$ cat config.mk
export PLATFORM = sky130hd
export DESIGN_NAME = cmos_frame_writer
export DESIGN_NICKNAME = d
export VERILOG_FILES = /design/src/rtl/cmos_pkg.sv /design/src/rtl/cmos_pixel_packer.sv /design/src/rtl/cmos_frame_writer.sv
export SDC_FILE = /design/constraint.sdc
export NUM_CORES = 1
export LEC_CHECK = 0
export BUFFER_PORTS_ARGS = -buffer_cell sky130_fd_sc_hd__buf_2
export CAP_MARGIN = 10
export CORE_MARGIN = 8
export CORE_UTILIZATION = 50
export DETAILED_ROUTE_END_ITERATION = 8
export GPL_TIMING_DRIVEN = 1
export PLACE_DENSITY_LB_ADDON = 0.3
export SYNTH_ARGS = -nofsm -noshare
export SYNTH_HDL_FRONTEND = slang
export SYNTH_SLANG_ARGS = --single-unit
$ cat constraint.sdc
create_clock -name clk_i -period 1.85 [get_ports clk_i]
set_input_delay 0.37 -clock clk_i [delete_from_list [all_inputs] [get_ports clk_i]]
set_output_delay 0.37 -clock clk_i [all_outputs]
set_load 0.01 [all_outputs]
$ cat src/rtl/cmos_pkg.sv
// rtl/cmos_pkg.sv - shared types and constants for the camera capture path
package cmos_pkg;

  localparam int RGB444_W = 12;

  typedef enum logic [1:0] {
    RGB565 = 2'b00,
    RGB444 = 2'b01,
    GRAY   = 2'b10
  } pixel_mode_t;

  typedef enum logic {
    IDLE   = 1'b0,
    ACTIVE = 1'b1
  } capture_state_t;

  // The unused 11 encoding behaves as RGB565.
  function automatic pixel_mode_t decode_mode(input logic [1:0] raw);
    case (raw)
      2'b01:   decode_mode = RGB444;
      2'b10:   decode_mode = GRAY;
      default: decode_mode = RGB565;
    endcase
  endfunction

endpackage

$ cat src/rtl/cmos_pixel_packer.sv
// rtl/cmos_pixel_packer.sv - pairs camera bytes and converts them to RGB444
module cmos_pixel_packer
  import cmos_pkg::*;
(
  input  logic                clk_i,
  input  logic                reset_i,
  input  logic                clear_i,
  input  logic                byte_valid_i,
  input  logic [7:0]          byte_i,
  input  pixel_mode_t         mode_i,
  output logic                phase_o,
  output logic [RGB444_W-1:0] pixel_o
);

  logic [7:0]          byte0_q;
  logic [RGB444_W-1:0] pixel_n;

  // Build the 12-bit word from the stored first byte and the incoming second byte
  always_comb begin
    pixel_n = '0;
    case (mode_i)
      RGB444:  pixel_n = {byte0_q[3:0], byte_i};
      GRAY:    pixel_n = {3{byte0_q[7:4]}};
      default: pixel_n = {byte0_q[7:4], byte0_q[2:0], byte_i[7], byte_i[4:1]};
    endcase
  end

  // Even phase stores byte0, odd phase registers the finished pixel
  always_ff @(posedge clk_i) begin
    if (reset_i) begin
      phase_o <= 1'b0;
      byte0_q <= '0;
      pixel_o <= '0;
    end else if (clear_i) begin
      phase_o <= 1'b0;
    end else if (byte_valid_i) begin
      if (!phase_o) begin
        byte0_q <= byte_i;
        phase_o <= 1'b1;
      end else begin
        pixel_o <= pixel_n;
        phase_o <= 1'b0;
      end
    end
  end

endmodule

$ cat src/rtl/cmos_frame_writer.sv
// rtl/cmos_frame_writer.sv - camera byte stream to banked VRAM capture engine
module cmos_frame_writer
  import cmos_pkg::*;
#(
  parameter  int ACTIVE_COLUMNS  = 640,
  parameter  int ACTIVE_ROWS     = 480,
  parameter  int DECIMATE        = 2,
  parameter  int DOUBLE_BUFFER   = 1,
  parameter  int VRAM_DATA_WIDTH = 12,
  localparam int FRAME_WORDS     = (ACTIVE_COLUMNS/DECIMATE)*(ACTIVE_ROWS/DECIMATE),
  localparam int VRAM_ADDR_WIDTH = $clog2((DOUBLE_BUFFER+1)*FRAME_WORDS)
) (
  input  logic                       clk_i,
  input  logic                       reset_i,
  input  logic                       vsync_cmos_i,
  input  logic                       href_cmos_i,
  input  logic                       byte_valid_i,
  input  logic [7:0]                 pixel_data_cmos_i,
  input  logic                       capture_en_i,
  input  logic [1:0]                 mode_i,
  input  logic                       err_clr_i,
  output logic                       wr_en_o,
  output logic [VRAM_ADDR_WIDTH-1:0] wr_addr_o,
  output logic [VRAM_DATA_WIDTH-1:0] wr_data_o,
  output logic                       frame_done_o,
  output logic                       display_bank_o,
  output logic                       line_err_o,
  output logic                       frame_err_o
);

  // Counters saturate one past the active size so over-long lines/frames stay detectable.
  localparam int XW = $clog2(ACTIVE_COLUMNS + 2);
  localparam int YW = $clog2(ACTIVE_ROWS + 2);
  localparam int DW = (DECIMATE > 1) ? $clog2(DECIMATE) : 1;

  localparam logic [XW-1:0] X_END = XW'(ACTIVE_COLUMNS);
  localparam logic [XW-1:0] X_SAT = XW'(ACTIVE_COLUMNS + 1);
  localparam logic [YW-1:0] Y_END = YW'(ACTIVE_ROWS);
  localparam logic [YW-1:0] Y_SAT = YW'(ACTIVE_ROWS + 1);
  localparam logic [DW-1:0] D_LAST = DW'(DECIMATE - 1);
  localparam logic [VRAM_ADDR_WIDTH-1:0] BANK1_BASE = VRAM_ADDR_WIDTH'(FRAME_WORDS);

  capture_state_t state_q, state_n;
  pixel_mode_t    mode_q;

  logic vsync_q, vsync_qq, href_q;
  logic vsync_rise, vsync_fall, href_fall;

  logic [XW-1:0]              x_cnt;
  logic [YW-1:0]              y_cnt;
  logic [DW-1:0]              x_mod, y_mod;
  logic [VRAM_ADDR_WIDTH-1:0] wcount;
  logic                       write_bank;
  logic                       line_err_frame;

  logic                       frame_start, frame_end, frame_ok;
  logic                       accept, pixel_strobe, keep;
  logic                       line_bad, line_err_set, frame_err_set;
  logic                       packer_clear, phase;
  logic [RGB444_W-1:0]        pixel;
  logic [VRAM_ADDR_WIDTH-1:0] bank_base;

  // Vsync edges use a two-stage history so frame_done lands two cycles after vsync rises
  always_ff @(posedge clk_i) begin
    if (reset_i) begin
      vsync_q  <= 1'b0;
      vsync_qq <= 1'b0;
      href_q   <= 1'b0;
    end else begin
      vsync_q  <= vsync_cmos_i;
      vsync_qq <= vsync_q;
      href_q   <= href_cmos_i;
    end
  end

  assign vsync_rise = vsync_q & ~vsync_qq;
  assign vsync_fall = ~vsync_q & vsync_qq;
  assign href_fall  = href_q & ~href_cmos_i;

  assign frame_start   = (state_q == IDLE) && vsync_fall && capture_en_i;
  assign frame_end     = (state_q == ACTIVE) && vsync_rise;
  assign frame_ok      = (y_cnt == Y_END) && !line_err_frame;
  assign accept        = (state_q == ACTIVE) && href_cmos_i && byte_valid_i;
  assign pixel_strobe  = accept && phase;
  assign keep          = pixel_strobe && (x_cnt < X_END) && (y_cnt < Y_END) &&
                         (x_mod == '0) && (y_mod == '0);
  assign line_bad      = (x_cnt != X_END) || phase;
  assign line_err_set  = (state_q == ACTIVE) && href_fall && line_bad;
  assign frame_err_set = frame_end && !frame_ok;
  assign packer_clear  = frame_start || ((state_q == ACTIVE) && href_fall);
  assign bank_base     = write_bank ? BANK1_BASE : '0;

  cmos_pixel_packer u_packer (
    .clk_i        (clk_i),
    .reset_i      (reset_i),
    .clear_i      (packer_clear),
    .byte_valid_i (accept),
    .byte_i       (pixel_data_cmos_i),
    .mode_i       (mode_q),
    .phase_o      (phase),
    .pixel_o      (pixel)
  );

  assign wr_data_o = pixel;

  // Capture state register
  always_ff @(posedge clk_i) begin
    if (reset_i) state_q <= IDLE;
    else         state_q <= state_n;
  end

  // Frame starts on a qualified vsync fall and ends on the next vsync rise
  always_comb begin
    state_n = state_q;
    case (state_q)
      IDLE:    if (frame_start) state_n = ACTIVE;
      ACTIVE:  if (vsync_rise)  state_n = IDLE;
      default: state_n = IDLE;
    endcase
  end

  // Position counters, VRAM write port, bank swapping and completion pulse
  always_ff @(posedge clk_i) begin
    if (reset_i) begin
      mode_q         <= RGB565;
      x_cnt          <= '0;
      y_cnt          <= '0;
      x_mod          <= '0;
      y_mod          <= '0;
      wcount         <= '0;
      line_err_frame <= 1'b0;
      wr_en_o        <= 1'b0;
      wr_addr_o      <= '0;
      frame_done_o   <= 1'b0;
      write_bank     <= (DOUBLE_BUFFER != 0);
      display_bank_o <= 1'b0;
    end else begin
      wr_en_o      <= 1'b0;
      frame_done_o <= 1'b0;
      if (frame_start) begin
        mode_q         <= decode_mode(mode_i);
        x_cnt          <= '0;
        y_cnt          <= '0;
        x_mod          <= '0;
        y_mod          <= '0;
        wcount         <= '0;
        line_err_frame <= 1'b0;
      end else if (state_q == ACTIVE) begin
        if (pixel_strobe) begin
          if (x_cnt != X_SAT) x_cnt <= x_cnt + 1'b1;
          x_mod <= (x_mod == D_LAST) ? '0 : x_mod + 1'b1;
          if (keep) begin
            wr_en_o   <= 1'b1;
            wr_addr_o <= bank_base + wcount;
            wcount    <= wcount + 1'b1;
          end
        end
        if (href_fall) begin
          x_cnt <= '0;
          x_mod <= '0;
          if (y_cnt != Y_SAT) y_cnt <= y_cnt + 1'b1;
          y_mod <= (y_mod == D_LAST) ? '0 : y_mod + 1'b1;
          if (line_bad) line_err_frame <= 1'b1;
        end
        if (frame_end && frame_ok) begin
          frame_done_o <= 1'b1;
          if (DOUBLE_BUFFER != 0) begin
            display_bank_o <= write_bank;
            write_bank     <= ~write_bank;
          end
        end
      end
    end
  end

  // Sticky error flags; a new error in the same cycle as a clear keeps the flag set
  always_ff @(posedge clk_i) begin
    if (reset_i) begin
      line_err_o  <= 1'b0;
      frame_err_o <= 1'b0;
    end else begin
      if (line_err_set)   line_err_o <= 1'b1;
      else if (err_clr_i) line_err_o <= 1'b0;
      if (frame_err_set)  frame_err_o <= 1'b1;
      else if (err_clr_i) frame_err_o <= 1'b0;
    end
  end

endmodule

==> Flow_metrics.wiki <==
{| class="wikitable"
! Metric !! Value
|-
| Total number of H-tree levels || 3
|-
| Xor and xnor fraction of the mapped netlist area || 0.0307
|-
| Min-Delay Startpoint || pixel_data_cmos_i[6]
|-
| Detailed-placement wirelength estimate || 7.18 mm
|-
| Hold Violations, Final || 0
|-
| Timing-limited maximum frequency || 580 MHz
|-
| Ys flop type || sky130_fd_sc_hd__dfxtp_1
|-
| Share of the clock period used by the worst path || 0.933
|-
| Share of synthesized cell area in full adder, half adder and majority cells || 0.0427
|-
| Grt total ovfl || 0
|-
| Timing startpoint of the critical path || x_cnt[2]
|-
| Clock tree from TritonCTS || built
|-
| Worst r2r dst || x_cnt[1]
|-
| Count of antenna diodes in the layout || 0
|-
| Sw Pwr || 0.000798 W
|-
| Post-synthesis net count || 546
|-
| Clock period minus final worst setup slack || 1730 ps
|-
| Min-Delay Path Class || in -> reg
|-
| Via count of the first global-routing pass || 3546
|-
| Cell Area, Synth || 4280 sq um
|-
| Commonest non-fill, non-tap cell in the layout || sky130_fd_sc_hd__nand2_1
|-
| Max-cap violations || 0
|-
| Sequential cell area || 1820 sq um
|-
| Switching power as a share of total power || 0.227
|-
| Critical-path cell list || nor4bb_1 -> and4b_1 -> buf_4 -> nor4b_1 -> o21a_1
|-
| Commonest cells after routing, fill and taps aside || 94 x sky130_fd_sc_hd__nand2_1, 91 x sky130_fd_sc_hd__dfxtp_1, 53 x sky130_fd_sc_hd__a21oi_1
|-
| Count of vias placed by the detailed router || 3796
|-
| RSZ-0062 raised after global routing || false
|-
| Core ar. || 8260 sq um
|-
| Library cell with the largest summed area after synthesis || sky130_fd_sc_hd__dfxtp_1
|-
| Sequential element share of the synthesized area || 0.425
|-
| Root buffer cell || sky130_fd_sc_hd__clkbuf_8
|-
| Sequential share of power || 0.561
|-
| Number of antenna violations at the first check in global routing || 0
|-
| Number of port buffers || 51
|-
| Post-Syn Instances || 515
|-
| Number of register bits inferred by synthesis || 91
|-
| CTS clk-pin slew, worst paths || 90 ps
|-
| DIE HEIGHT || 109 um
|-
| Count of buffer and inverter cells on the critical path || 1
|-
| Fraction of final layout cells sized beyond drive strength 1 || 0.179
|-
| Mean routed wirelength per cell || 14.7 um
|-
| Layout overhead on the synthesized area || 15.5%
|-
| Final Wtd Congestion || 0.833
|-
| Die Span X || 109 um
|-
| Share of Yosys cell area claimed by the top area cell type || 0.425
|-
| Cts bufs inserted || 9
|-
| Rows || 33
|-
| Layout Skew || 8.53 ps
|-
| R2R depth || 5
|-
| Clock insertion delay at the later pin of the skew report || 360 ps
|-
| Number of slew-limit violations in the final report || 0
|-
| Post-route ant nets || 0
|-
| Final setup violation count || 0
|-
| Portion of total power attributed to the clock network || 0.403
|-
| I/O Pins || 52
|-
| Area contributors post-synth || sky130_fd_sc_hd__dfxtp_1 43%, sky130_fd_sc_hd__nand2_1 8.2%, sky130_fd_sc_hd__a21oi_1 6.2%, sky130_fd_sc_hd__ha_1 3.8%, sky130_fd_sc_hd__mux2i_1 3.3%
|-
| Min Hold Slack || 250 ps
|-
| Largest family of logic cells by synthesized area || simple AND/OR/NAND/NOR gates
|-
| Internal power || 0.00271 W
|-
| Leakage || 1.83 nW
|-
| R2R Path Start || x_cnt[2]
|-
| Clock Sink Count || 91
|-
| Wire length of the first global-routing pass || 16.6 mm
|-
| Biggest cell delay along the critical path || 440 ps
|-
| Compound-cell area share of the yosys netlist || 0.144
|-
| Postcts setup bufs || 0
|-
| Die area || 11800 sq um
|-
| Wirelength, routed || 10.0 mm
|-
| Area occupied by multi-input gates || 2300 sq um
|-
| Filler Cells Inserted || 738
|-
| Critical Path Sink Type || register
|-
| Cell with the largest stage delay on the worst path || sky130_fd_sc_hd__and4b_1
|-
| Avg Vias per Cell || 5.58
|-
| Final sum of negative setup slack || 0 ps
|-
| DRC violation total after the first TritonRoute iteration || 151
|-
| Combinational share of power || 0.036
|-
| WP depth || 5
|-
| Fraction of registers with async set or reset after synthesis || 0
|-
| Critical path destination || x_cnt[1]
|-
| Total Power || 0.00351 W
|-
| Startpoint-to-endpoint class of the critical path || reg -> reg
|-
| Transition time of the tightest slew-check pin || 521 ps
|-
| Detailed-route DRC error count || 0
|-
| Worst Hold Depth || 3
|-
| Worst slew margin relative to its limit || 0.651
|-
| Largest net degree at the start of global routing || 46
|-
| Post-synth EDFFs || 0
|-
| Effective utilization at floorplan || 0.518
|-
| Power Dens Cells || 710 nW/um^2
|-
| GRT Util Overall || 0.171
|-
| Critical path launch point type || register
|-
| Layout net count || 601
|-
| Top delay family on crit path || simple AND/OR/NAND/NOR gates
|-
| Peak fanout along the critical path || 10
|-
| Longest Clk Path Bufs || 2
|-
| Internal reg-to-reg setup slack || 120 ps
|-
| Required @ worst endpoint || 2100 ps
|-
| Status || complete, no violations
|-
| Mux contribution to synthesized area || 0.0327
|-
| Post-Syn Area per Cell || 8.31 sq um
|-
| Count of different cell masters after synthesis || 47
|-
| Ys Warns || 0
|-
| Data arrival time of the critical path || 1980 ps
|-
| Number of iterations in the first detailed-routing pass || 5
|-
| Worst-case vdd ir drop || 441 uV
|-
| Simple-gate area share of the yosys netlist || 0.281
|}
cells in the mapped netlist, types with 3 or more instances:
| cell type | n |
|---|---|
| sky130_fd_sc_hd__a211oi_1 | 4 |
| sky130_fd_sc_hd__a21oi_1 | 53 |
| sky130_fd_sc_hd__a221oi_1 | 4 |
| sky130_fd_sc_hd__a22oi_1 | 9 |
| sky130_fd_sc_hd__a31oi_1 | 3 |
| sky130_fd_sc_hd__and3_1 | 5 |
| sky130_fd_sc_hd__and4_1 | 5 |
| sky130_fd_sc_hd__buf_2 | 11 |
| sky130_fd_sc_hd__buf_4 | 3 |
| sky130_fd_sc_hd__clkbuf_1 | 17 |
| sky130_fd_sc_hd__dfxtp_1 | 91 |
| sky130_fd_sc_hd__ha_1 | 13 |
| sky130_fd_sc_hd__inv_1 | 12 |
| sky130_fd_sc_hd__mux2i_1 | 14 |
| sky130_fd_sc_hd__nand2_1 | 94 |
| sky130_fd_sc_hd__nand2b_1 | 3 |
| sky130_fd_sc_hd__nand3_1 | 17 |
| sky130_fd_sc_hd__nand3b_1 | 5 |
| sky130_fd_sc_hd__nand4_1 | 6 |
| sky130_fd_sc_hd__nand4b_1 | 4 |
| sky130_fd_sc_hd__nor2_1 | 32 |
| sky130_fd_sc_hd__nor2b_1 | 8 |
| sky130_fd_sc_hd__nor3_1 | 13 |
| sky130_fd_sc_hd__nor4_1 | 4 |
| sky130_fd_sc_hd__o21ai_0 | 16 |
| sky130_fd_sc_hd__o31ai_1 | 8 |
| sky130_fd_sc_hd__or3_1 | 14 |
| sky130_fd_sc_hd__or4_1 | 10 |
| sky130_fd_sc_hd__xnor2_1 | 11 |
| sky130_fd_sc_hd__xor2_1 | 4 |
area by class of cell:
| class | instances | area share |
|---|---|---|
| timing repair buffer | 75 | 0.0880 |
| sequential | 91 | 0.368 |
| inverter | 12 | 0.00911 |
| clock buffer | 11 | 0.0306 |
| multi-input combinational | 381 | 0.465 |
| clock inverter | 5 | 0.0121 |
| tap | 105 | 0.0266 |
worst min-delay path: stages:
cell	delay (ps)
sky130_fd_sc_hd__buf_2	100
sky130_fd_sc_hd__nand2_1	50
sky130_fd_sc_hd__a21oi_1	50
metal layers:
layer | track usage | routed length, um
met2 | 0.290 | 4900
met3 | 0.0387 | 427
met1 | 0.212 | 4610
met4 | 0.0499 | 74
met5 | 0 | 0
power groups by stage:
stage          registers (W)  logic (W)  clock network, W
6_report             0.00197   0.000126           0.00142
5_1_grt              0.00197   0.000139           0.00153
4_1_cts              0.00197   0.000124           0.00144
3_5_place_dp         0.00202   0.000122                 0
3_3_place_gp         0.00201   0.000120                 0
2_1_floorplan        0.00201  0.0000749                 0
how the worst min path moves through the flow:
stage / endpoint / slack [ps]
global route: u_packer.byte0_q[6] / 250
CTS: u_packer.byte0_q[6] / 240
finish: u_packer.byte0_q[6] / 250
detailed placement: wr_addr_o[5] / 440
global placement: wr_addr_o[5] / 440
floorplan: u_packer.byte0_q[3] / 440
logic make-up (layout without fill, tap and decap cells):
| kind of cell | Yosys count | after routing |
|---|---|---|
| flops | 91 | 91 |
| compound gates | 105 | 105 |
| simple gates | 233 | 233 |
| fa+ha+maj | 14 | 14 |
| mux | 14 | 14 |
| xor+xnor | 15 | 15 |
| buf+inv | 43 | 103 |
registers in the layout (all words and copies together), names as in the netlist, 2 cells and up:
name	flops
u_packer.pixel_o	12
u_packer.byte0_q	8
wcount	18
mode_q	2
wr_addr_o	18
x_cnt	10
y_cnt	9
repair_timing:
item	in CTS	in global routing
endpoints found under the setup margin	8	9
resized for setup	1	5
pin swaps	0	0
hold buffers	0	0
metrics by stage:
stage	util	worst slack (ps)	area, sq um	std cells
finish	0.599	124	4950	680
global route	0.599	7.27	4950	680
detailed placement	0.571	-324	4710	664
CTS	0.597	22.8	4930	680
global placement	0.571	-197	4710	664
floorplan	-	144	4280	515
Power figures use the tool's default switching activity.
